File: config.mk
export PLATFORM = sky130hd
export DESIGN_NAME = cacheline_adapter_flat
export DESIGN_NICKNAME = d
export VERILOG_FILES = /design/src/rtl/cacheline_adapter_pkg.sv /design/src/rtl/cacheline_adapter_if.sv /design/src/rtl/cacheline_adapter.sv /design/src/flat_wrapper.sv
export SDC_FILE = /design/constraint.sdc
export NUM_CORES = 2
export LEC_CHECK = 0
export ABC_AREA = 0
export BUFFER_PORTS_ARGS = -buffer_cell sky130_fd_sc_hd__buf_2
export CORE_AREA = 2 2 300 302
export CTS_BUF_LIST = sky130_fd_sc_hd__clkbuf_4
export DETAILED_ROUTE_END_ITERATION = 8
export DIE_AREA = 0 0 302 304
export SYNTH_ARGS = -nofsm -noshare
export SYNTH_HDL_FRONTEND = slang
export SYNTH_SLANG_ARGS = --single-unit
File: constraint.sdc
create_clock -name clk -period 33.5 [get_ports clk]
set_input_delay 5.025 -clock clk [delete_from_list [all_inputs] [get_ports clk]]
set_output_delay 5.025 -clock clk [all_outputs]
set_load 0.05 [all_outputs]
File: src/rtl/cacheline_adapter_pkg.sv
// Shared types for the icache-to-banked-memory cacheline adapter.
package cacheline_adapter_types;

    typedef enum logic [1:0] {
        IDLE,
        WRITE,
        READ
    } adapter_state_t;

    localparam int BEATS = 4;

    // Lines are 32 bytes, so the low five address bits never reach memory.
    function automatic logic [31:0] line_align(input logic [31:0] a);
        return a & 32'hFFFF_FFE0;
    endfunction

endpackage

File: src/rtl/cacheline_adapter_if.sv
// Bundle of the icache-facing (ufp) and memory-facing (bmem) signals of the adapter.
interface cacheline_adapter_if #(
    parameter int LINE_BITS = 256,
    parameter int BEAT_BITS = 64
);
    logic [31:0]          ufp_addr;
    logic                 ufp_read;
    logic                 ufp_write;
    logic [LINE_BITS-1:0] ufp_wdata;
    logic                 ufp_ready;
    logic [31:0]          ufp_raddr;
    logic [LINE_BITS-1:0] ufp_rdata;
    logic                 ufp_rvalid;

    logic [31:0]          bmem_addr;
    logic                 bmem_read;
    logic                 bmem_write;
    logic [BEAT_BITS-1:0] bmem_wdata;
    logic                 bmem_ready;
    logic [31:0]          bmem_raddr;
    logic [BEAT_BITS-1:0] bmem_rdata;
    logic                 bmem_rvalid;

    // The adapter's view: it serves the icache and drives the memory.
    modport slave (
        input  ufp_addr, ufp_read, ufp_write, ufp_wdata,
        output ufp_ready, ufp_raddr, ufp_rdata, ufp_rvalid,
        output bmem_addr, bmem_read, bmem_write, bmem_wdata,
        input  bmem_ready, bmem_raddr, bmem_rdata, bmem_rvalid
    );

    // The environment's view: icache requests plus the memory's responses.
    modport master (
        output ufp_addr, ufp_read, ufp_write, ufp_wdata,
        input  ufp_ready, ufp_raddr, ufp_rdata, ufp_rvalid,
        input  bmem_addr, bmem_read, bmem_write, bmem_wdata,
        output bmem_ready, bmem_raddr, bmem_rdata, bmem_rvalid
    );
endinterface

File: src/rtl/cacheline_adapter.sv
// Splits cacheline writes into 4 memory beats and reassembles 4 read beats into a line.
// One transaction in flight; the line buffer serves both directions.
module cacheline_adapter
    import cacheline_adapter_types::*;
#(
    parameter int LINE_BITS = 256,
    parameter int BEAT_BITS = LINE_BITS / BEATS
) (
    input logic                clk,
    input logic                rst,
    cacheline_adapter_if.slave bus
);

    localparam int NB = LINE_BITS / BEAT_BITS;
    localparam int CW = $clog2(NB);

    adapter_state_t       state_q, state_d;
    logic [CW-1:0]        cnt_q, cnt_d;
    logic [31:0]          addr_q, addr_d;
    logic [31:0]          raddr_q, raddr_d;
    logic [LINE_BITS-1:0] line_q, line_d;
    logic [LINE_BITS-1:0] rdata_q, rdata_d;
    logic                 rvalid_q, rvalid_d;
    logic                 last_beat;

    assign last_beat      = (cnt_q == CW'(NB - 1));
    assign bus.ufp_raddr  = raddr_q;
    assign bus.ufp_rdata  = rdata_q;
    assign bus.ufp_rvalid = rvalid_q;

    always_comb begin
        state_d        = state_q;
        cnt_d          = cnt_q;
        addr_d         = addr_q;
        line_d         = line_q;
        raddr_d        = raddr_q;
        rdata_d        = rdata_q;
        rvalid_d       = 1'b0;
        bus.ufp_ready  = 1'b0;
        bus.bmem_addr  = addr_q;
        bus.bmem_read  = 1'b0;
        bus.bmem_write = 1'b0;
        bus.bmem_wdata = line_q[cnt_q*BEAT_BITS +: BEAT_BITS];
        unique case (state_q)
            IDLE: begin
                // Commands leave in the accept cycle, straight from the request.
                bus.ufp_ready  = bus.bmem_ready;
                bus.bmem_addr  = line_align(bus.ufp_addr);
                bus.bmem_wdata = bus.ufp_wdata[BEAT_BITS-1:0];
                if (bus.bmem_ready && bus.ufp_write) begin
                    bus.bmem_write = 1'b1;
                    addr_d         = line_align(bus.ufp_addr);
                    line_d         = bus.ufp_wdata;
                    cnt_d          = CW'(1);
                    state_d        = WRITE;
                end else if (bus.bmem_ready && bus.ufp_read) begin
                    bus.bmem_read = 1'b1;
                    addr_d        = line_align(bus.ufp_addr);
                    cnt_d         = '0;
                    state_d       = READ;
                end
            end
            WRITE: begin
                bus.bmem_write = 1'b1;
                if (bus.bmem_ready) begin
                    cnt_d = cnt_q + 1'b1;
                    if (last_beat) state_d = IDLE;
                end
            end
            READ: begin
                if (bus.bmem_rvalid) begin
                    line_d[cnt_q*BEAT_BITS +: BEAT_BITS] = bus.bmem_rdata;
                    cnt_d = cnt_q + 1'b1;
                    if (last_beat) begin
                        state_d  = IDLE;
                        rvalid_d = 1'b1;
                        raddr_d  = addr_q;
                        rdata_d  = line_d;
                    end
                end
            end
            default: state_d = IDLE;
        endcase
    end

    always_ff @(posedge clk or posedge rst) begin
        if (rst) begin
            state_q  <= IDLE;
            cnt_q    <= '0;
            addr_q   <= '0;
            line_q   <= '0;
            raddr_q  <= '0;
            rdata_q  <= '0;
            rvalid_q <= 1'b0;
        end else begin
            state_q  <= state_d;
            cnt_q    <= cnt_d;
            addr_q   <= addr_d;
            line_q   <= line_d;
            raddr_q  <= raddr_d;
            rdata_q  <= rdata_d;
            rvalid_q <= rvalid_d;
        end
    end

    a_rw_exclusive: assert property (@(posedge clk) disable iff (rst)
        !(bus.ufp_read && bus.ufp_write));

    a_burst_addr: assert property (@(posedge clk) disable iff (rst)
        (bus.bmem_rvalid && state_q == READ) |-> bus.bmem_raddr == addr_q);

    // Stale beats after a reset are legal to receive; they are only reported.
    a_stray_beat: assert property (@(posedge clk) disable iff (rst)
        bus.bmem_rvalid |-> state_q == READ)
        else $warning("bmem_rvalid outside READ dropped");

endmodule

File: src/flat_wrapper.sv
// flat-port wrapper written by rule: the top's interface ports become plain ports
module cacheline_adapter_flat import cacheline_adapter_types::*;
#(
    parameter int LINE_BITS = 256,
    parameter int BEAT_BITS = LINE_BITS / BEATS
)
  (clk, rst, bus_ufp_addr, bus_ufp_read, bus_ufp_write, bus_ufp_wdata, bus_ufp_ready, bus_ufp_raddr, bus_ufp_rdata, bus_ufp_rvalid, bus_bmem_addr, bus_bmem_read, bus_bmem_write, bus_bmem_wdata, bus_bmem_ready, bus_bmem_raddr, bus_bmem_rdata, bus_bmem_rvalid);
  cacheline_adapter_if #(.LINE_BITS(LINE_BITS), .BEAT_BITS(BEAT_BITS)) bus_i ();
  input logic clk;
  input logic rst;
  input wire logic [$bits(bus_i.ufp_addr)-1:0] bus_ufp_addr;
  input wire logic [$bits(bus_i.ufp_read)-1:0] bus_ufp_read;
  input wire logic [$bits(bus_i.ufp_write)-1:0] bus_ufp_write;
  input wire logic [$bits(bus_i.ufp_wdata)-1:0] bus_ufp_wdata;
  output wire logic [$bits(bus_i.ufp_ready)-1:0] bus_ufp_ready;
  output wire logic [$bits(bus_i.ufp_raddr)-1:0] bus_ufp_raddr;
  output wire logic [$bits(bus_i.ufp_rdata)-1:0] bus_ufp_rdata;
  output wire logic [$bits(bus_i.ufp_rvalid)-1:0] bus_ufp_rvalid;
  output wire logic [$bits(bus_i.bmem_addr)-1:0] bus_bmem_addr;
  output wire logic [$bits(bus_i.bmem_read)-1:0] bus_bmem_read;
  output wire logic [$bits(bus_i.bmem_write)-1:0] bus_bmem_write;
  output wire logic [$bits(bus_i.bmem_wdata)-1:0] bus_bmem_wdata;
  input wire logic [$bits(bus_i.bmem_ready)-1:0] bus_bmem_ready;
  input wire logic [$bits(bus_i.bmem_raddr)-1:0] bus_bmem_raddr;
  input wire logic [$bits(bus_i.bmem_rdata)-1:0] bus_bmem_rdata;
  input wire logic [$bits(bus_i.bmem_rvalid)-1:0] bus_bmem_rvalid;
  assign bus_i.ufp_addr = bus_ufp_addr;
  assign bus_i.ufp_read = bus_ufp_read;
  assign bus_i.ufp_write = bus_ufp_write;
  assign bus_i.ufp_wdata = bus_ufp_wdata;
  assign bus_ufp_ready = bus_i.ufp_ready;
  assign bus_ufp_raddr = bus_i.ufp_raddr;
  assign bus_ufp_rdata = bus_i.ufp_rdata;
  assign bus_ufp_rvalid = bus_i.ufp_rvalid;
  assign bus_bmem_addr = bus_i.bmem_addr;
  assign bus_bmem_read = bus_i.bmem_read;
  assign bus_bmem_write = bus_i.bmem_write;
  assign bus_bmem_wdata = bus_i.bmem_wdata;
  assign bus_i.bmem_ready = bus_bmem_ready;
  assign bus_i.bmem_raddr = bus_bmem_raddr;
  assign bus_i.bmem_rdata = bus_bmem_rdata;
  assign bus_i.bmem_rvalid = bus_bmem_rvalid;
  cacheline_adapter #(.LINE_BITS(LINE_BITS), .BEAT_BITS(BEAT_BITS)) u_core (.clk(clk), .rst(rst), .bus(bus_i));
endmodule
-- Yosys cells after proc, flatten, opt, wreduce, memory -nomap -nowiden
Index checks and enable logic that the tools add are counted.
- register bits after elaboration: 581
- input port bits: 390
- output and inout port bits: 388
- word-level logic and storage cells: 58
- add/subtract/negate cells: 2
- eq/ne operators: 7
- shifts and indexed selects: 3
- mux-type cells: 28
- reduce and logical (&&, ||, !) cells: 11
- operator list (kind ; count):
    two-way mux 256 bit ; 2
    case mux 256 bit (2 select lines) ; 1
    bitwise mux 256 bit ; 1
    variable shift 64 x 34 -> 256 bit (first input constant) ; 1
    indexed part select 256 x 9 -> 64 bit ; 1
    indexed part select 64 x 34 -> 256 bit ; 1
    two-way mux 32 bit ; 3
    two-way mux 64 bit ; 1
    negation 8 -> 34 bit ; 1
    two-way mux 2 bit ; 9
    case mux 2 bit (3 select lines) ; 2
    AND reduction 3 bit ; 3
    two-way mux 1 bit ; 8
    == test 2 bit (second input constant) ; 2
    != test 2 bit (second input constant) ; 2
    AND reduction 4 bit ; 1
    nonzero test 2 bit ; 2
    != test 3 x 1 -> 1 bit (second input constant) ; 1
    nonzero test 3 bit ; 1
    adder 2 x 1 -> 2 bit (second input constant) ; 1
    == test 2 x 1 -> 1 bit (second input constant) ; 1
    logical AND 1 bit ; 2
    zero test 2 bit ; 1
    != test 2 x 1 -> 1 bit (second input constant) ; 1
    2 further kinds ; 2

-- Longest topological paths before layout
- depth in word-level cells: 5
- gate-level depth with buffers: 11
- depth with buffers taken out: 7

-- Worst setup path after synthesis
Ideal clock, no wire load.
- path type: input port to output port
- from: in bus_bmem_ready
- to: out bus_bmem_write
- arrival time: 5989 ps
- required time: 28475 ps
- slack: 22486 ps
- stages: 3
- buffers on the path: 0
- path through: and2_1 nand2_1 nand2_1
- cells in the longest elaborated chain, start to end: 3
- ends and longest elaborated chain (what ; line ; text):
    from (decl) ; flat_wrapper.sv:23 ; input wire logic [$bits(bus_i.bmem_ready)-1:0] bus_bmem_ready;
    logical AND 1 bit ; cacheline_adapter.sv:50 ; if (bus.bmem_ready && bus.ufp_write) begin
    two-way mux 1 bit ; cacheline_adapter.sv:50 ;
    case mux 1 bit (2 select lines) ; cacheline_adapter.sv:44 ; unique case (state_q)
    to (decl) ; flat_wrapper.sv:21 ; output wire logic [$bits(bus_i.bmem_write)-1:0] bus_bmem_write;
No other way between the ends.

-- Worst setup path in the final report
- from: in bus_bmem_ready
- to: out bus_bmem_read
- cells in the longest elaborated chain, start to end: 4
- elaborated cells between the ends (all ways): 5
- those cells by class: mux: 3; reduce/logical: 2
- ends and longest elaborated chain (what ; line ; text):
    logical AND 1 bit ; cacheline_adapter.sv:56 ; end else if (bus.bmem_ready && bus.ufp_read) begin
    two-way mux 1 bit ; cacheline_adapter.sv:56 ;
    two-way mux 1 bit (*) ; cacheline_adapter.sv:50 ;
    two-way mux 1 bit (*) ; cacheline_adapter.sv:44 ;
    to (decl) ; flat_wrapper.sv:20 ; output wire logic [$bits(bus_i.bmem_read)-1:0] bus_bmem_read;
Every way passes the cells marked *; elsewhere a longest branch is shown, timed or not.

==> summary.md <==
| Metric | Value |
|---|---|
| Max Fanout on Critical Path | `8` |
| Most frequent cell after synthesis | `dfrtp_1` |
| WL final | `roughly 120 mm` |
| FF+latch count, synth | `~570` |
| Final Hold Viols | `0` |
| DRC | `0` |
| Setup_tns | `0 ns` |
| Vias/cell | `5.75` |
| Clock Tree Root | `clkbuf_4` |
| Final worst-path cycle share | `between 30 and 40%` |
| Pwr dens | `~120 nW/um^2` |
| RSZ-0062 raised after global routing | `false` |
| Antenna Violating Nets Remaining | `0` |
| Routed length per instance | `about 27 um` |
| Initial antenna violation count | `44` |
| Pre-CTS setup slack | `22.49 ns` |
| Adder-Cell Fraction of Synth Area | `less than 1%` |
| H-tree depth | `4` |
| CTS max path bufs | `3` |
| Ys flop type | `dfrtp_1` |
| Layout cells sized above 1 | `between 30% and 40%` |
| Clock transition at the registers of the reported paths | `~0.05 ns` |
| Top post-synthesis cells by area | `dfrtp_1, o2bb2ai_1, a22oi_1` |
| Simple-Gate Fraction of Synth Area | `under 10%` |
| Post-synth ARST share | `100%` |
| Total grt overflow | `0` |
| Final hold slack | `0.457 ns` |
| 1st-pass router iterations | `6` |
| Vias | `between 20,000 and 30,000` |
| Compound-cell area share of the yosys netlist | `approximately 23%` |
| Sequential area share after synthesis | `51.5%` |
| Critical path endpoint category | `output pin` |
| Clock sinks | `about 570` |
| Max-capacitance violation count | `0` |
| Critical Path AT | `slightly below 6 ns` |
| CP Class | `primary input to output pin` |
| Largest area contributor in the netlist | `dfrtp_1` |
| Post-Synth XOR/XNOR Area | `0%` |
| Top-area cell type share of the netlist area | `around half` |
| Maximum vdd drop | `~0.067 mV` |
| Core area | `89,000 um^2` |
| Final min period | `around 11 ns` |
| Most frequent cells after synthesis | `dfrtp_1, nor2_1, a22oi_1, o2bb2ai_1, a21oi_1` |
| Pwr Total | `~0.004 W` |
| First-pass GRT wire length | `178 mm` |
| Worst-skew pair later-pin latency | `~1.1 ns` |
| Syn Inst Count | `around 2,500` |
| Netlist cell types | `45` |
| Die X | `302 um` |
| Syn-to-layout area delta | `22.6%` |
| Fmax achieved | `~91 MHz` |
| Slew headroom | `roughly 22%` |
| Hold Path Class | `flip-flop to flip-flop` |
| Number of global-route vias before repair | `~26,000` |
| CP startpoint kind | `primary input` |
| Initial Utilization | `approximately 31%` |
| Post-synth EDFFs | `0` |
| Post-DP HPWL | `78.3 mm` |
| Min setup slack post-route | `between 20 and 25 ns` |
| Input/output buffers | `between 700 and 800` |
| # nets final | `3,556` |
| Height of the die | `304 um` |
| Outcome | `complete, no violations` |
| Syn Area/Cell | `approximately 11 um^2` |
| Post-Syn Area | `about 28,000 um^2` |
| Required @ worst endpoint | `between 20 and 30 ns` |
| # hold bufs at CTS | `0` |
| Mux contribution to synthesized area | `10.1%` |
| CTS buffer count | `~170` |
| Rows | `110` |
| Die area | `just over 90,000 um^2` |
| Io pins | `about 800` |
| Leakage power | `~16 nW` |
| CTS tree | `done` |
| YS warnings | `0` |
| DR iter-0 viols | `approximately 2,500` |
| Largest net degree at the start of global routing | `roughly 150` |
| Combinational family with the most area after synthesis | `compound AO/OA/AOI/OAI gates` |
| Setup violators final | `0` |
| RePlAce Congestion | `between 0.8 and 0.9` |
| Resize count post-CTS | `0` |
| Total GRT Usage | `between 20% and 30%` |
| Worst slew pin tran | `1.17 ns` |
| Setup bufs post-CTS | `0` |
| Final Skew | `0.112 ns` |
| Slew Viols, Final | `0` |
[report_power, final]
group / switching, W / total, W / internal (W)
Sequential: 0.000202 / 0.00118 / 0.000976
Clock: 0.000329 / 0.000661 / 0.000332
Combinational: 0.00160 / 0.00223 / 0.000632
Total: 0.00213 / 0.00407 / 0.00194
[path summary, 6_finish.rpt]
| path | startpoint | to | slack [ns] | cells after the start |
|---|---|---|---|---|
| max | bus_bmem_ready | bus_bmem_read | 22.50 | 4 |
| min | u_core.bus.ufp_rdata[215]$_DFFE_PP0P_ | u_core.bus.ufp_rdata[215]$_DFFE_PP0P_ | 0.46 | 2 |
| max reg2reg | u_core.state_q[0]$_DFFE_PP0P_ | u_core.bus.ufp_rdata[202]$_DFFE_PP0P_ | 28.55 | 9 |
| min reg2reg | u_core.bus.ufp_rdata[215]$_DFFE_PP0P_ | u_core.bus.ufp_rdata[215]$_DFFE_PP0P_ | 0.46 | 2 |
| max in group asynchronous | rst | u_core.bus.ufp_rdata[67]$_DFFE_PP0P_ | 26.90 | 4 |
| min in group asynchronous | rst | u_core.bus.ufp_rdata[239]$_DFFE_PP0P_ | 4.08 | 2 |
[critical path, cell delays in order]
cell	delay, ns
buf_2	0.15
a21boi_2	0.31
and3_1	0.21
buf_2	0.28
[kinds of logic (layout without fill, tap and decap cells)]
group / Yosys count / in the layout
AO/OA/AOI/OAI: 817 / 817
adder cells (fa/ha/maj): 9 / 9
buffers and inverters: 319 / 1061
flip-flops: 571 / 571
multiplexers: 186 / 186
other: 1 / 44
AND/OR/NAND/NOR: 614 / 614
[registers in the layout (all words and copies together) (netlist names)]
register,count
u_core.line_q,256
u_core.state_q,2
u_core.cnt_q,2
u_core.bus.ufp_raddr,27
u_core.bus.ufp_rdata,256
u_core.bus.ufp_rvalid,1
u_core.addr_q,27
[placed cells by master, fill, tap and decap left out, types with 3 or more instances in the layout]
| cell type | instances |
|---|---|
| a21o_4 | 3 |
| a21oi_1 | 154 |
| a221o_1 | 57 |
| a221oi_1 | 127 |
| a22o_1 | 46 |
| a22oi_1 | 198 |
| and2_1 | 3 |
| and3_1 | 58 |
| buf_2 | 730 |
| buf_4 | 41 |
| clkbuf_4 | 238 |
| clkinv_1 | 25 |
| clkinv_2 | 6 |
| clkinvlp_4 | 4 |
| conb_1 | 10 |
| dfrtp_1 | 569 |
| diode_2 | 34 |
| ha_1 | 7 |
| inv_1 | 5 |
| inv_2 | 3 |
| mux2_2 | 118 |
| mux2i_1 | 4 |
| mux4_2 | 64 |
| nand2_1 | 126 |
| nand3_1 | 18 |
| nor2_1 | 321 |
| nor2_4 | 3 |
| nor2b_1 | 67 |
| o21ai_0 | 26 |
| o2bb2ai_1 | 198 |
[through the flow]
stage                     cells  util (%)  area (um^2)
after floorplan            2526         -        27800
after global placement     4166      35.9        31900
after detailed placement   4166      35.9        31900
after CTS                  4444      38.1        33900
after global routing       4469      38.2        34000
final                      4478      38.2        34000
[final cells by class]
class / count / area [um^2]
Fill cell: 8951 / 55000
Sequential cell: 571 / 14300
Multi-Input combinational cell: 1636 / 12100
Timing Repair Buffer: 773 / 4000
Clock buffer: 238 / 1790
Tap cell: 1176 / 1470
Clock inverter: 40 / 211
Antenna cell: 34 / 85.1
Inverter: 10 / 60.1
[per-layer routing]
| layer | vias up | track usage [%] | part of all wire [%] |
|---|---|---|---|
| met4 | 30 | 12.0 | 3.9 |
| met1 | 13100 | 33.6 | 40 |
| met3 | 314 | 7.78 | 9.8 |
| met5 | - | 0 | 0.16 |
| met2 | 1493 | 40.5 | 47 |
| li1 | 10800 | - | - |
Power figures use the tool's default switching activity.
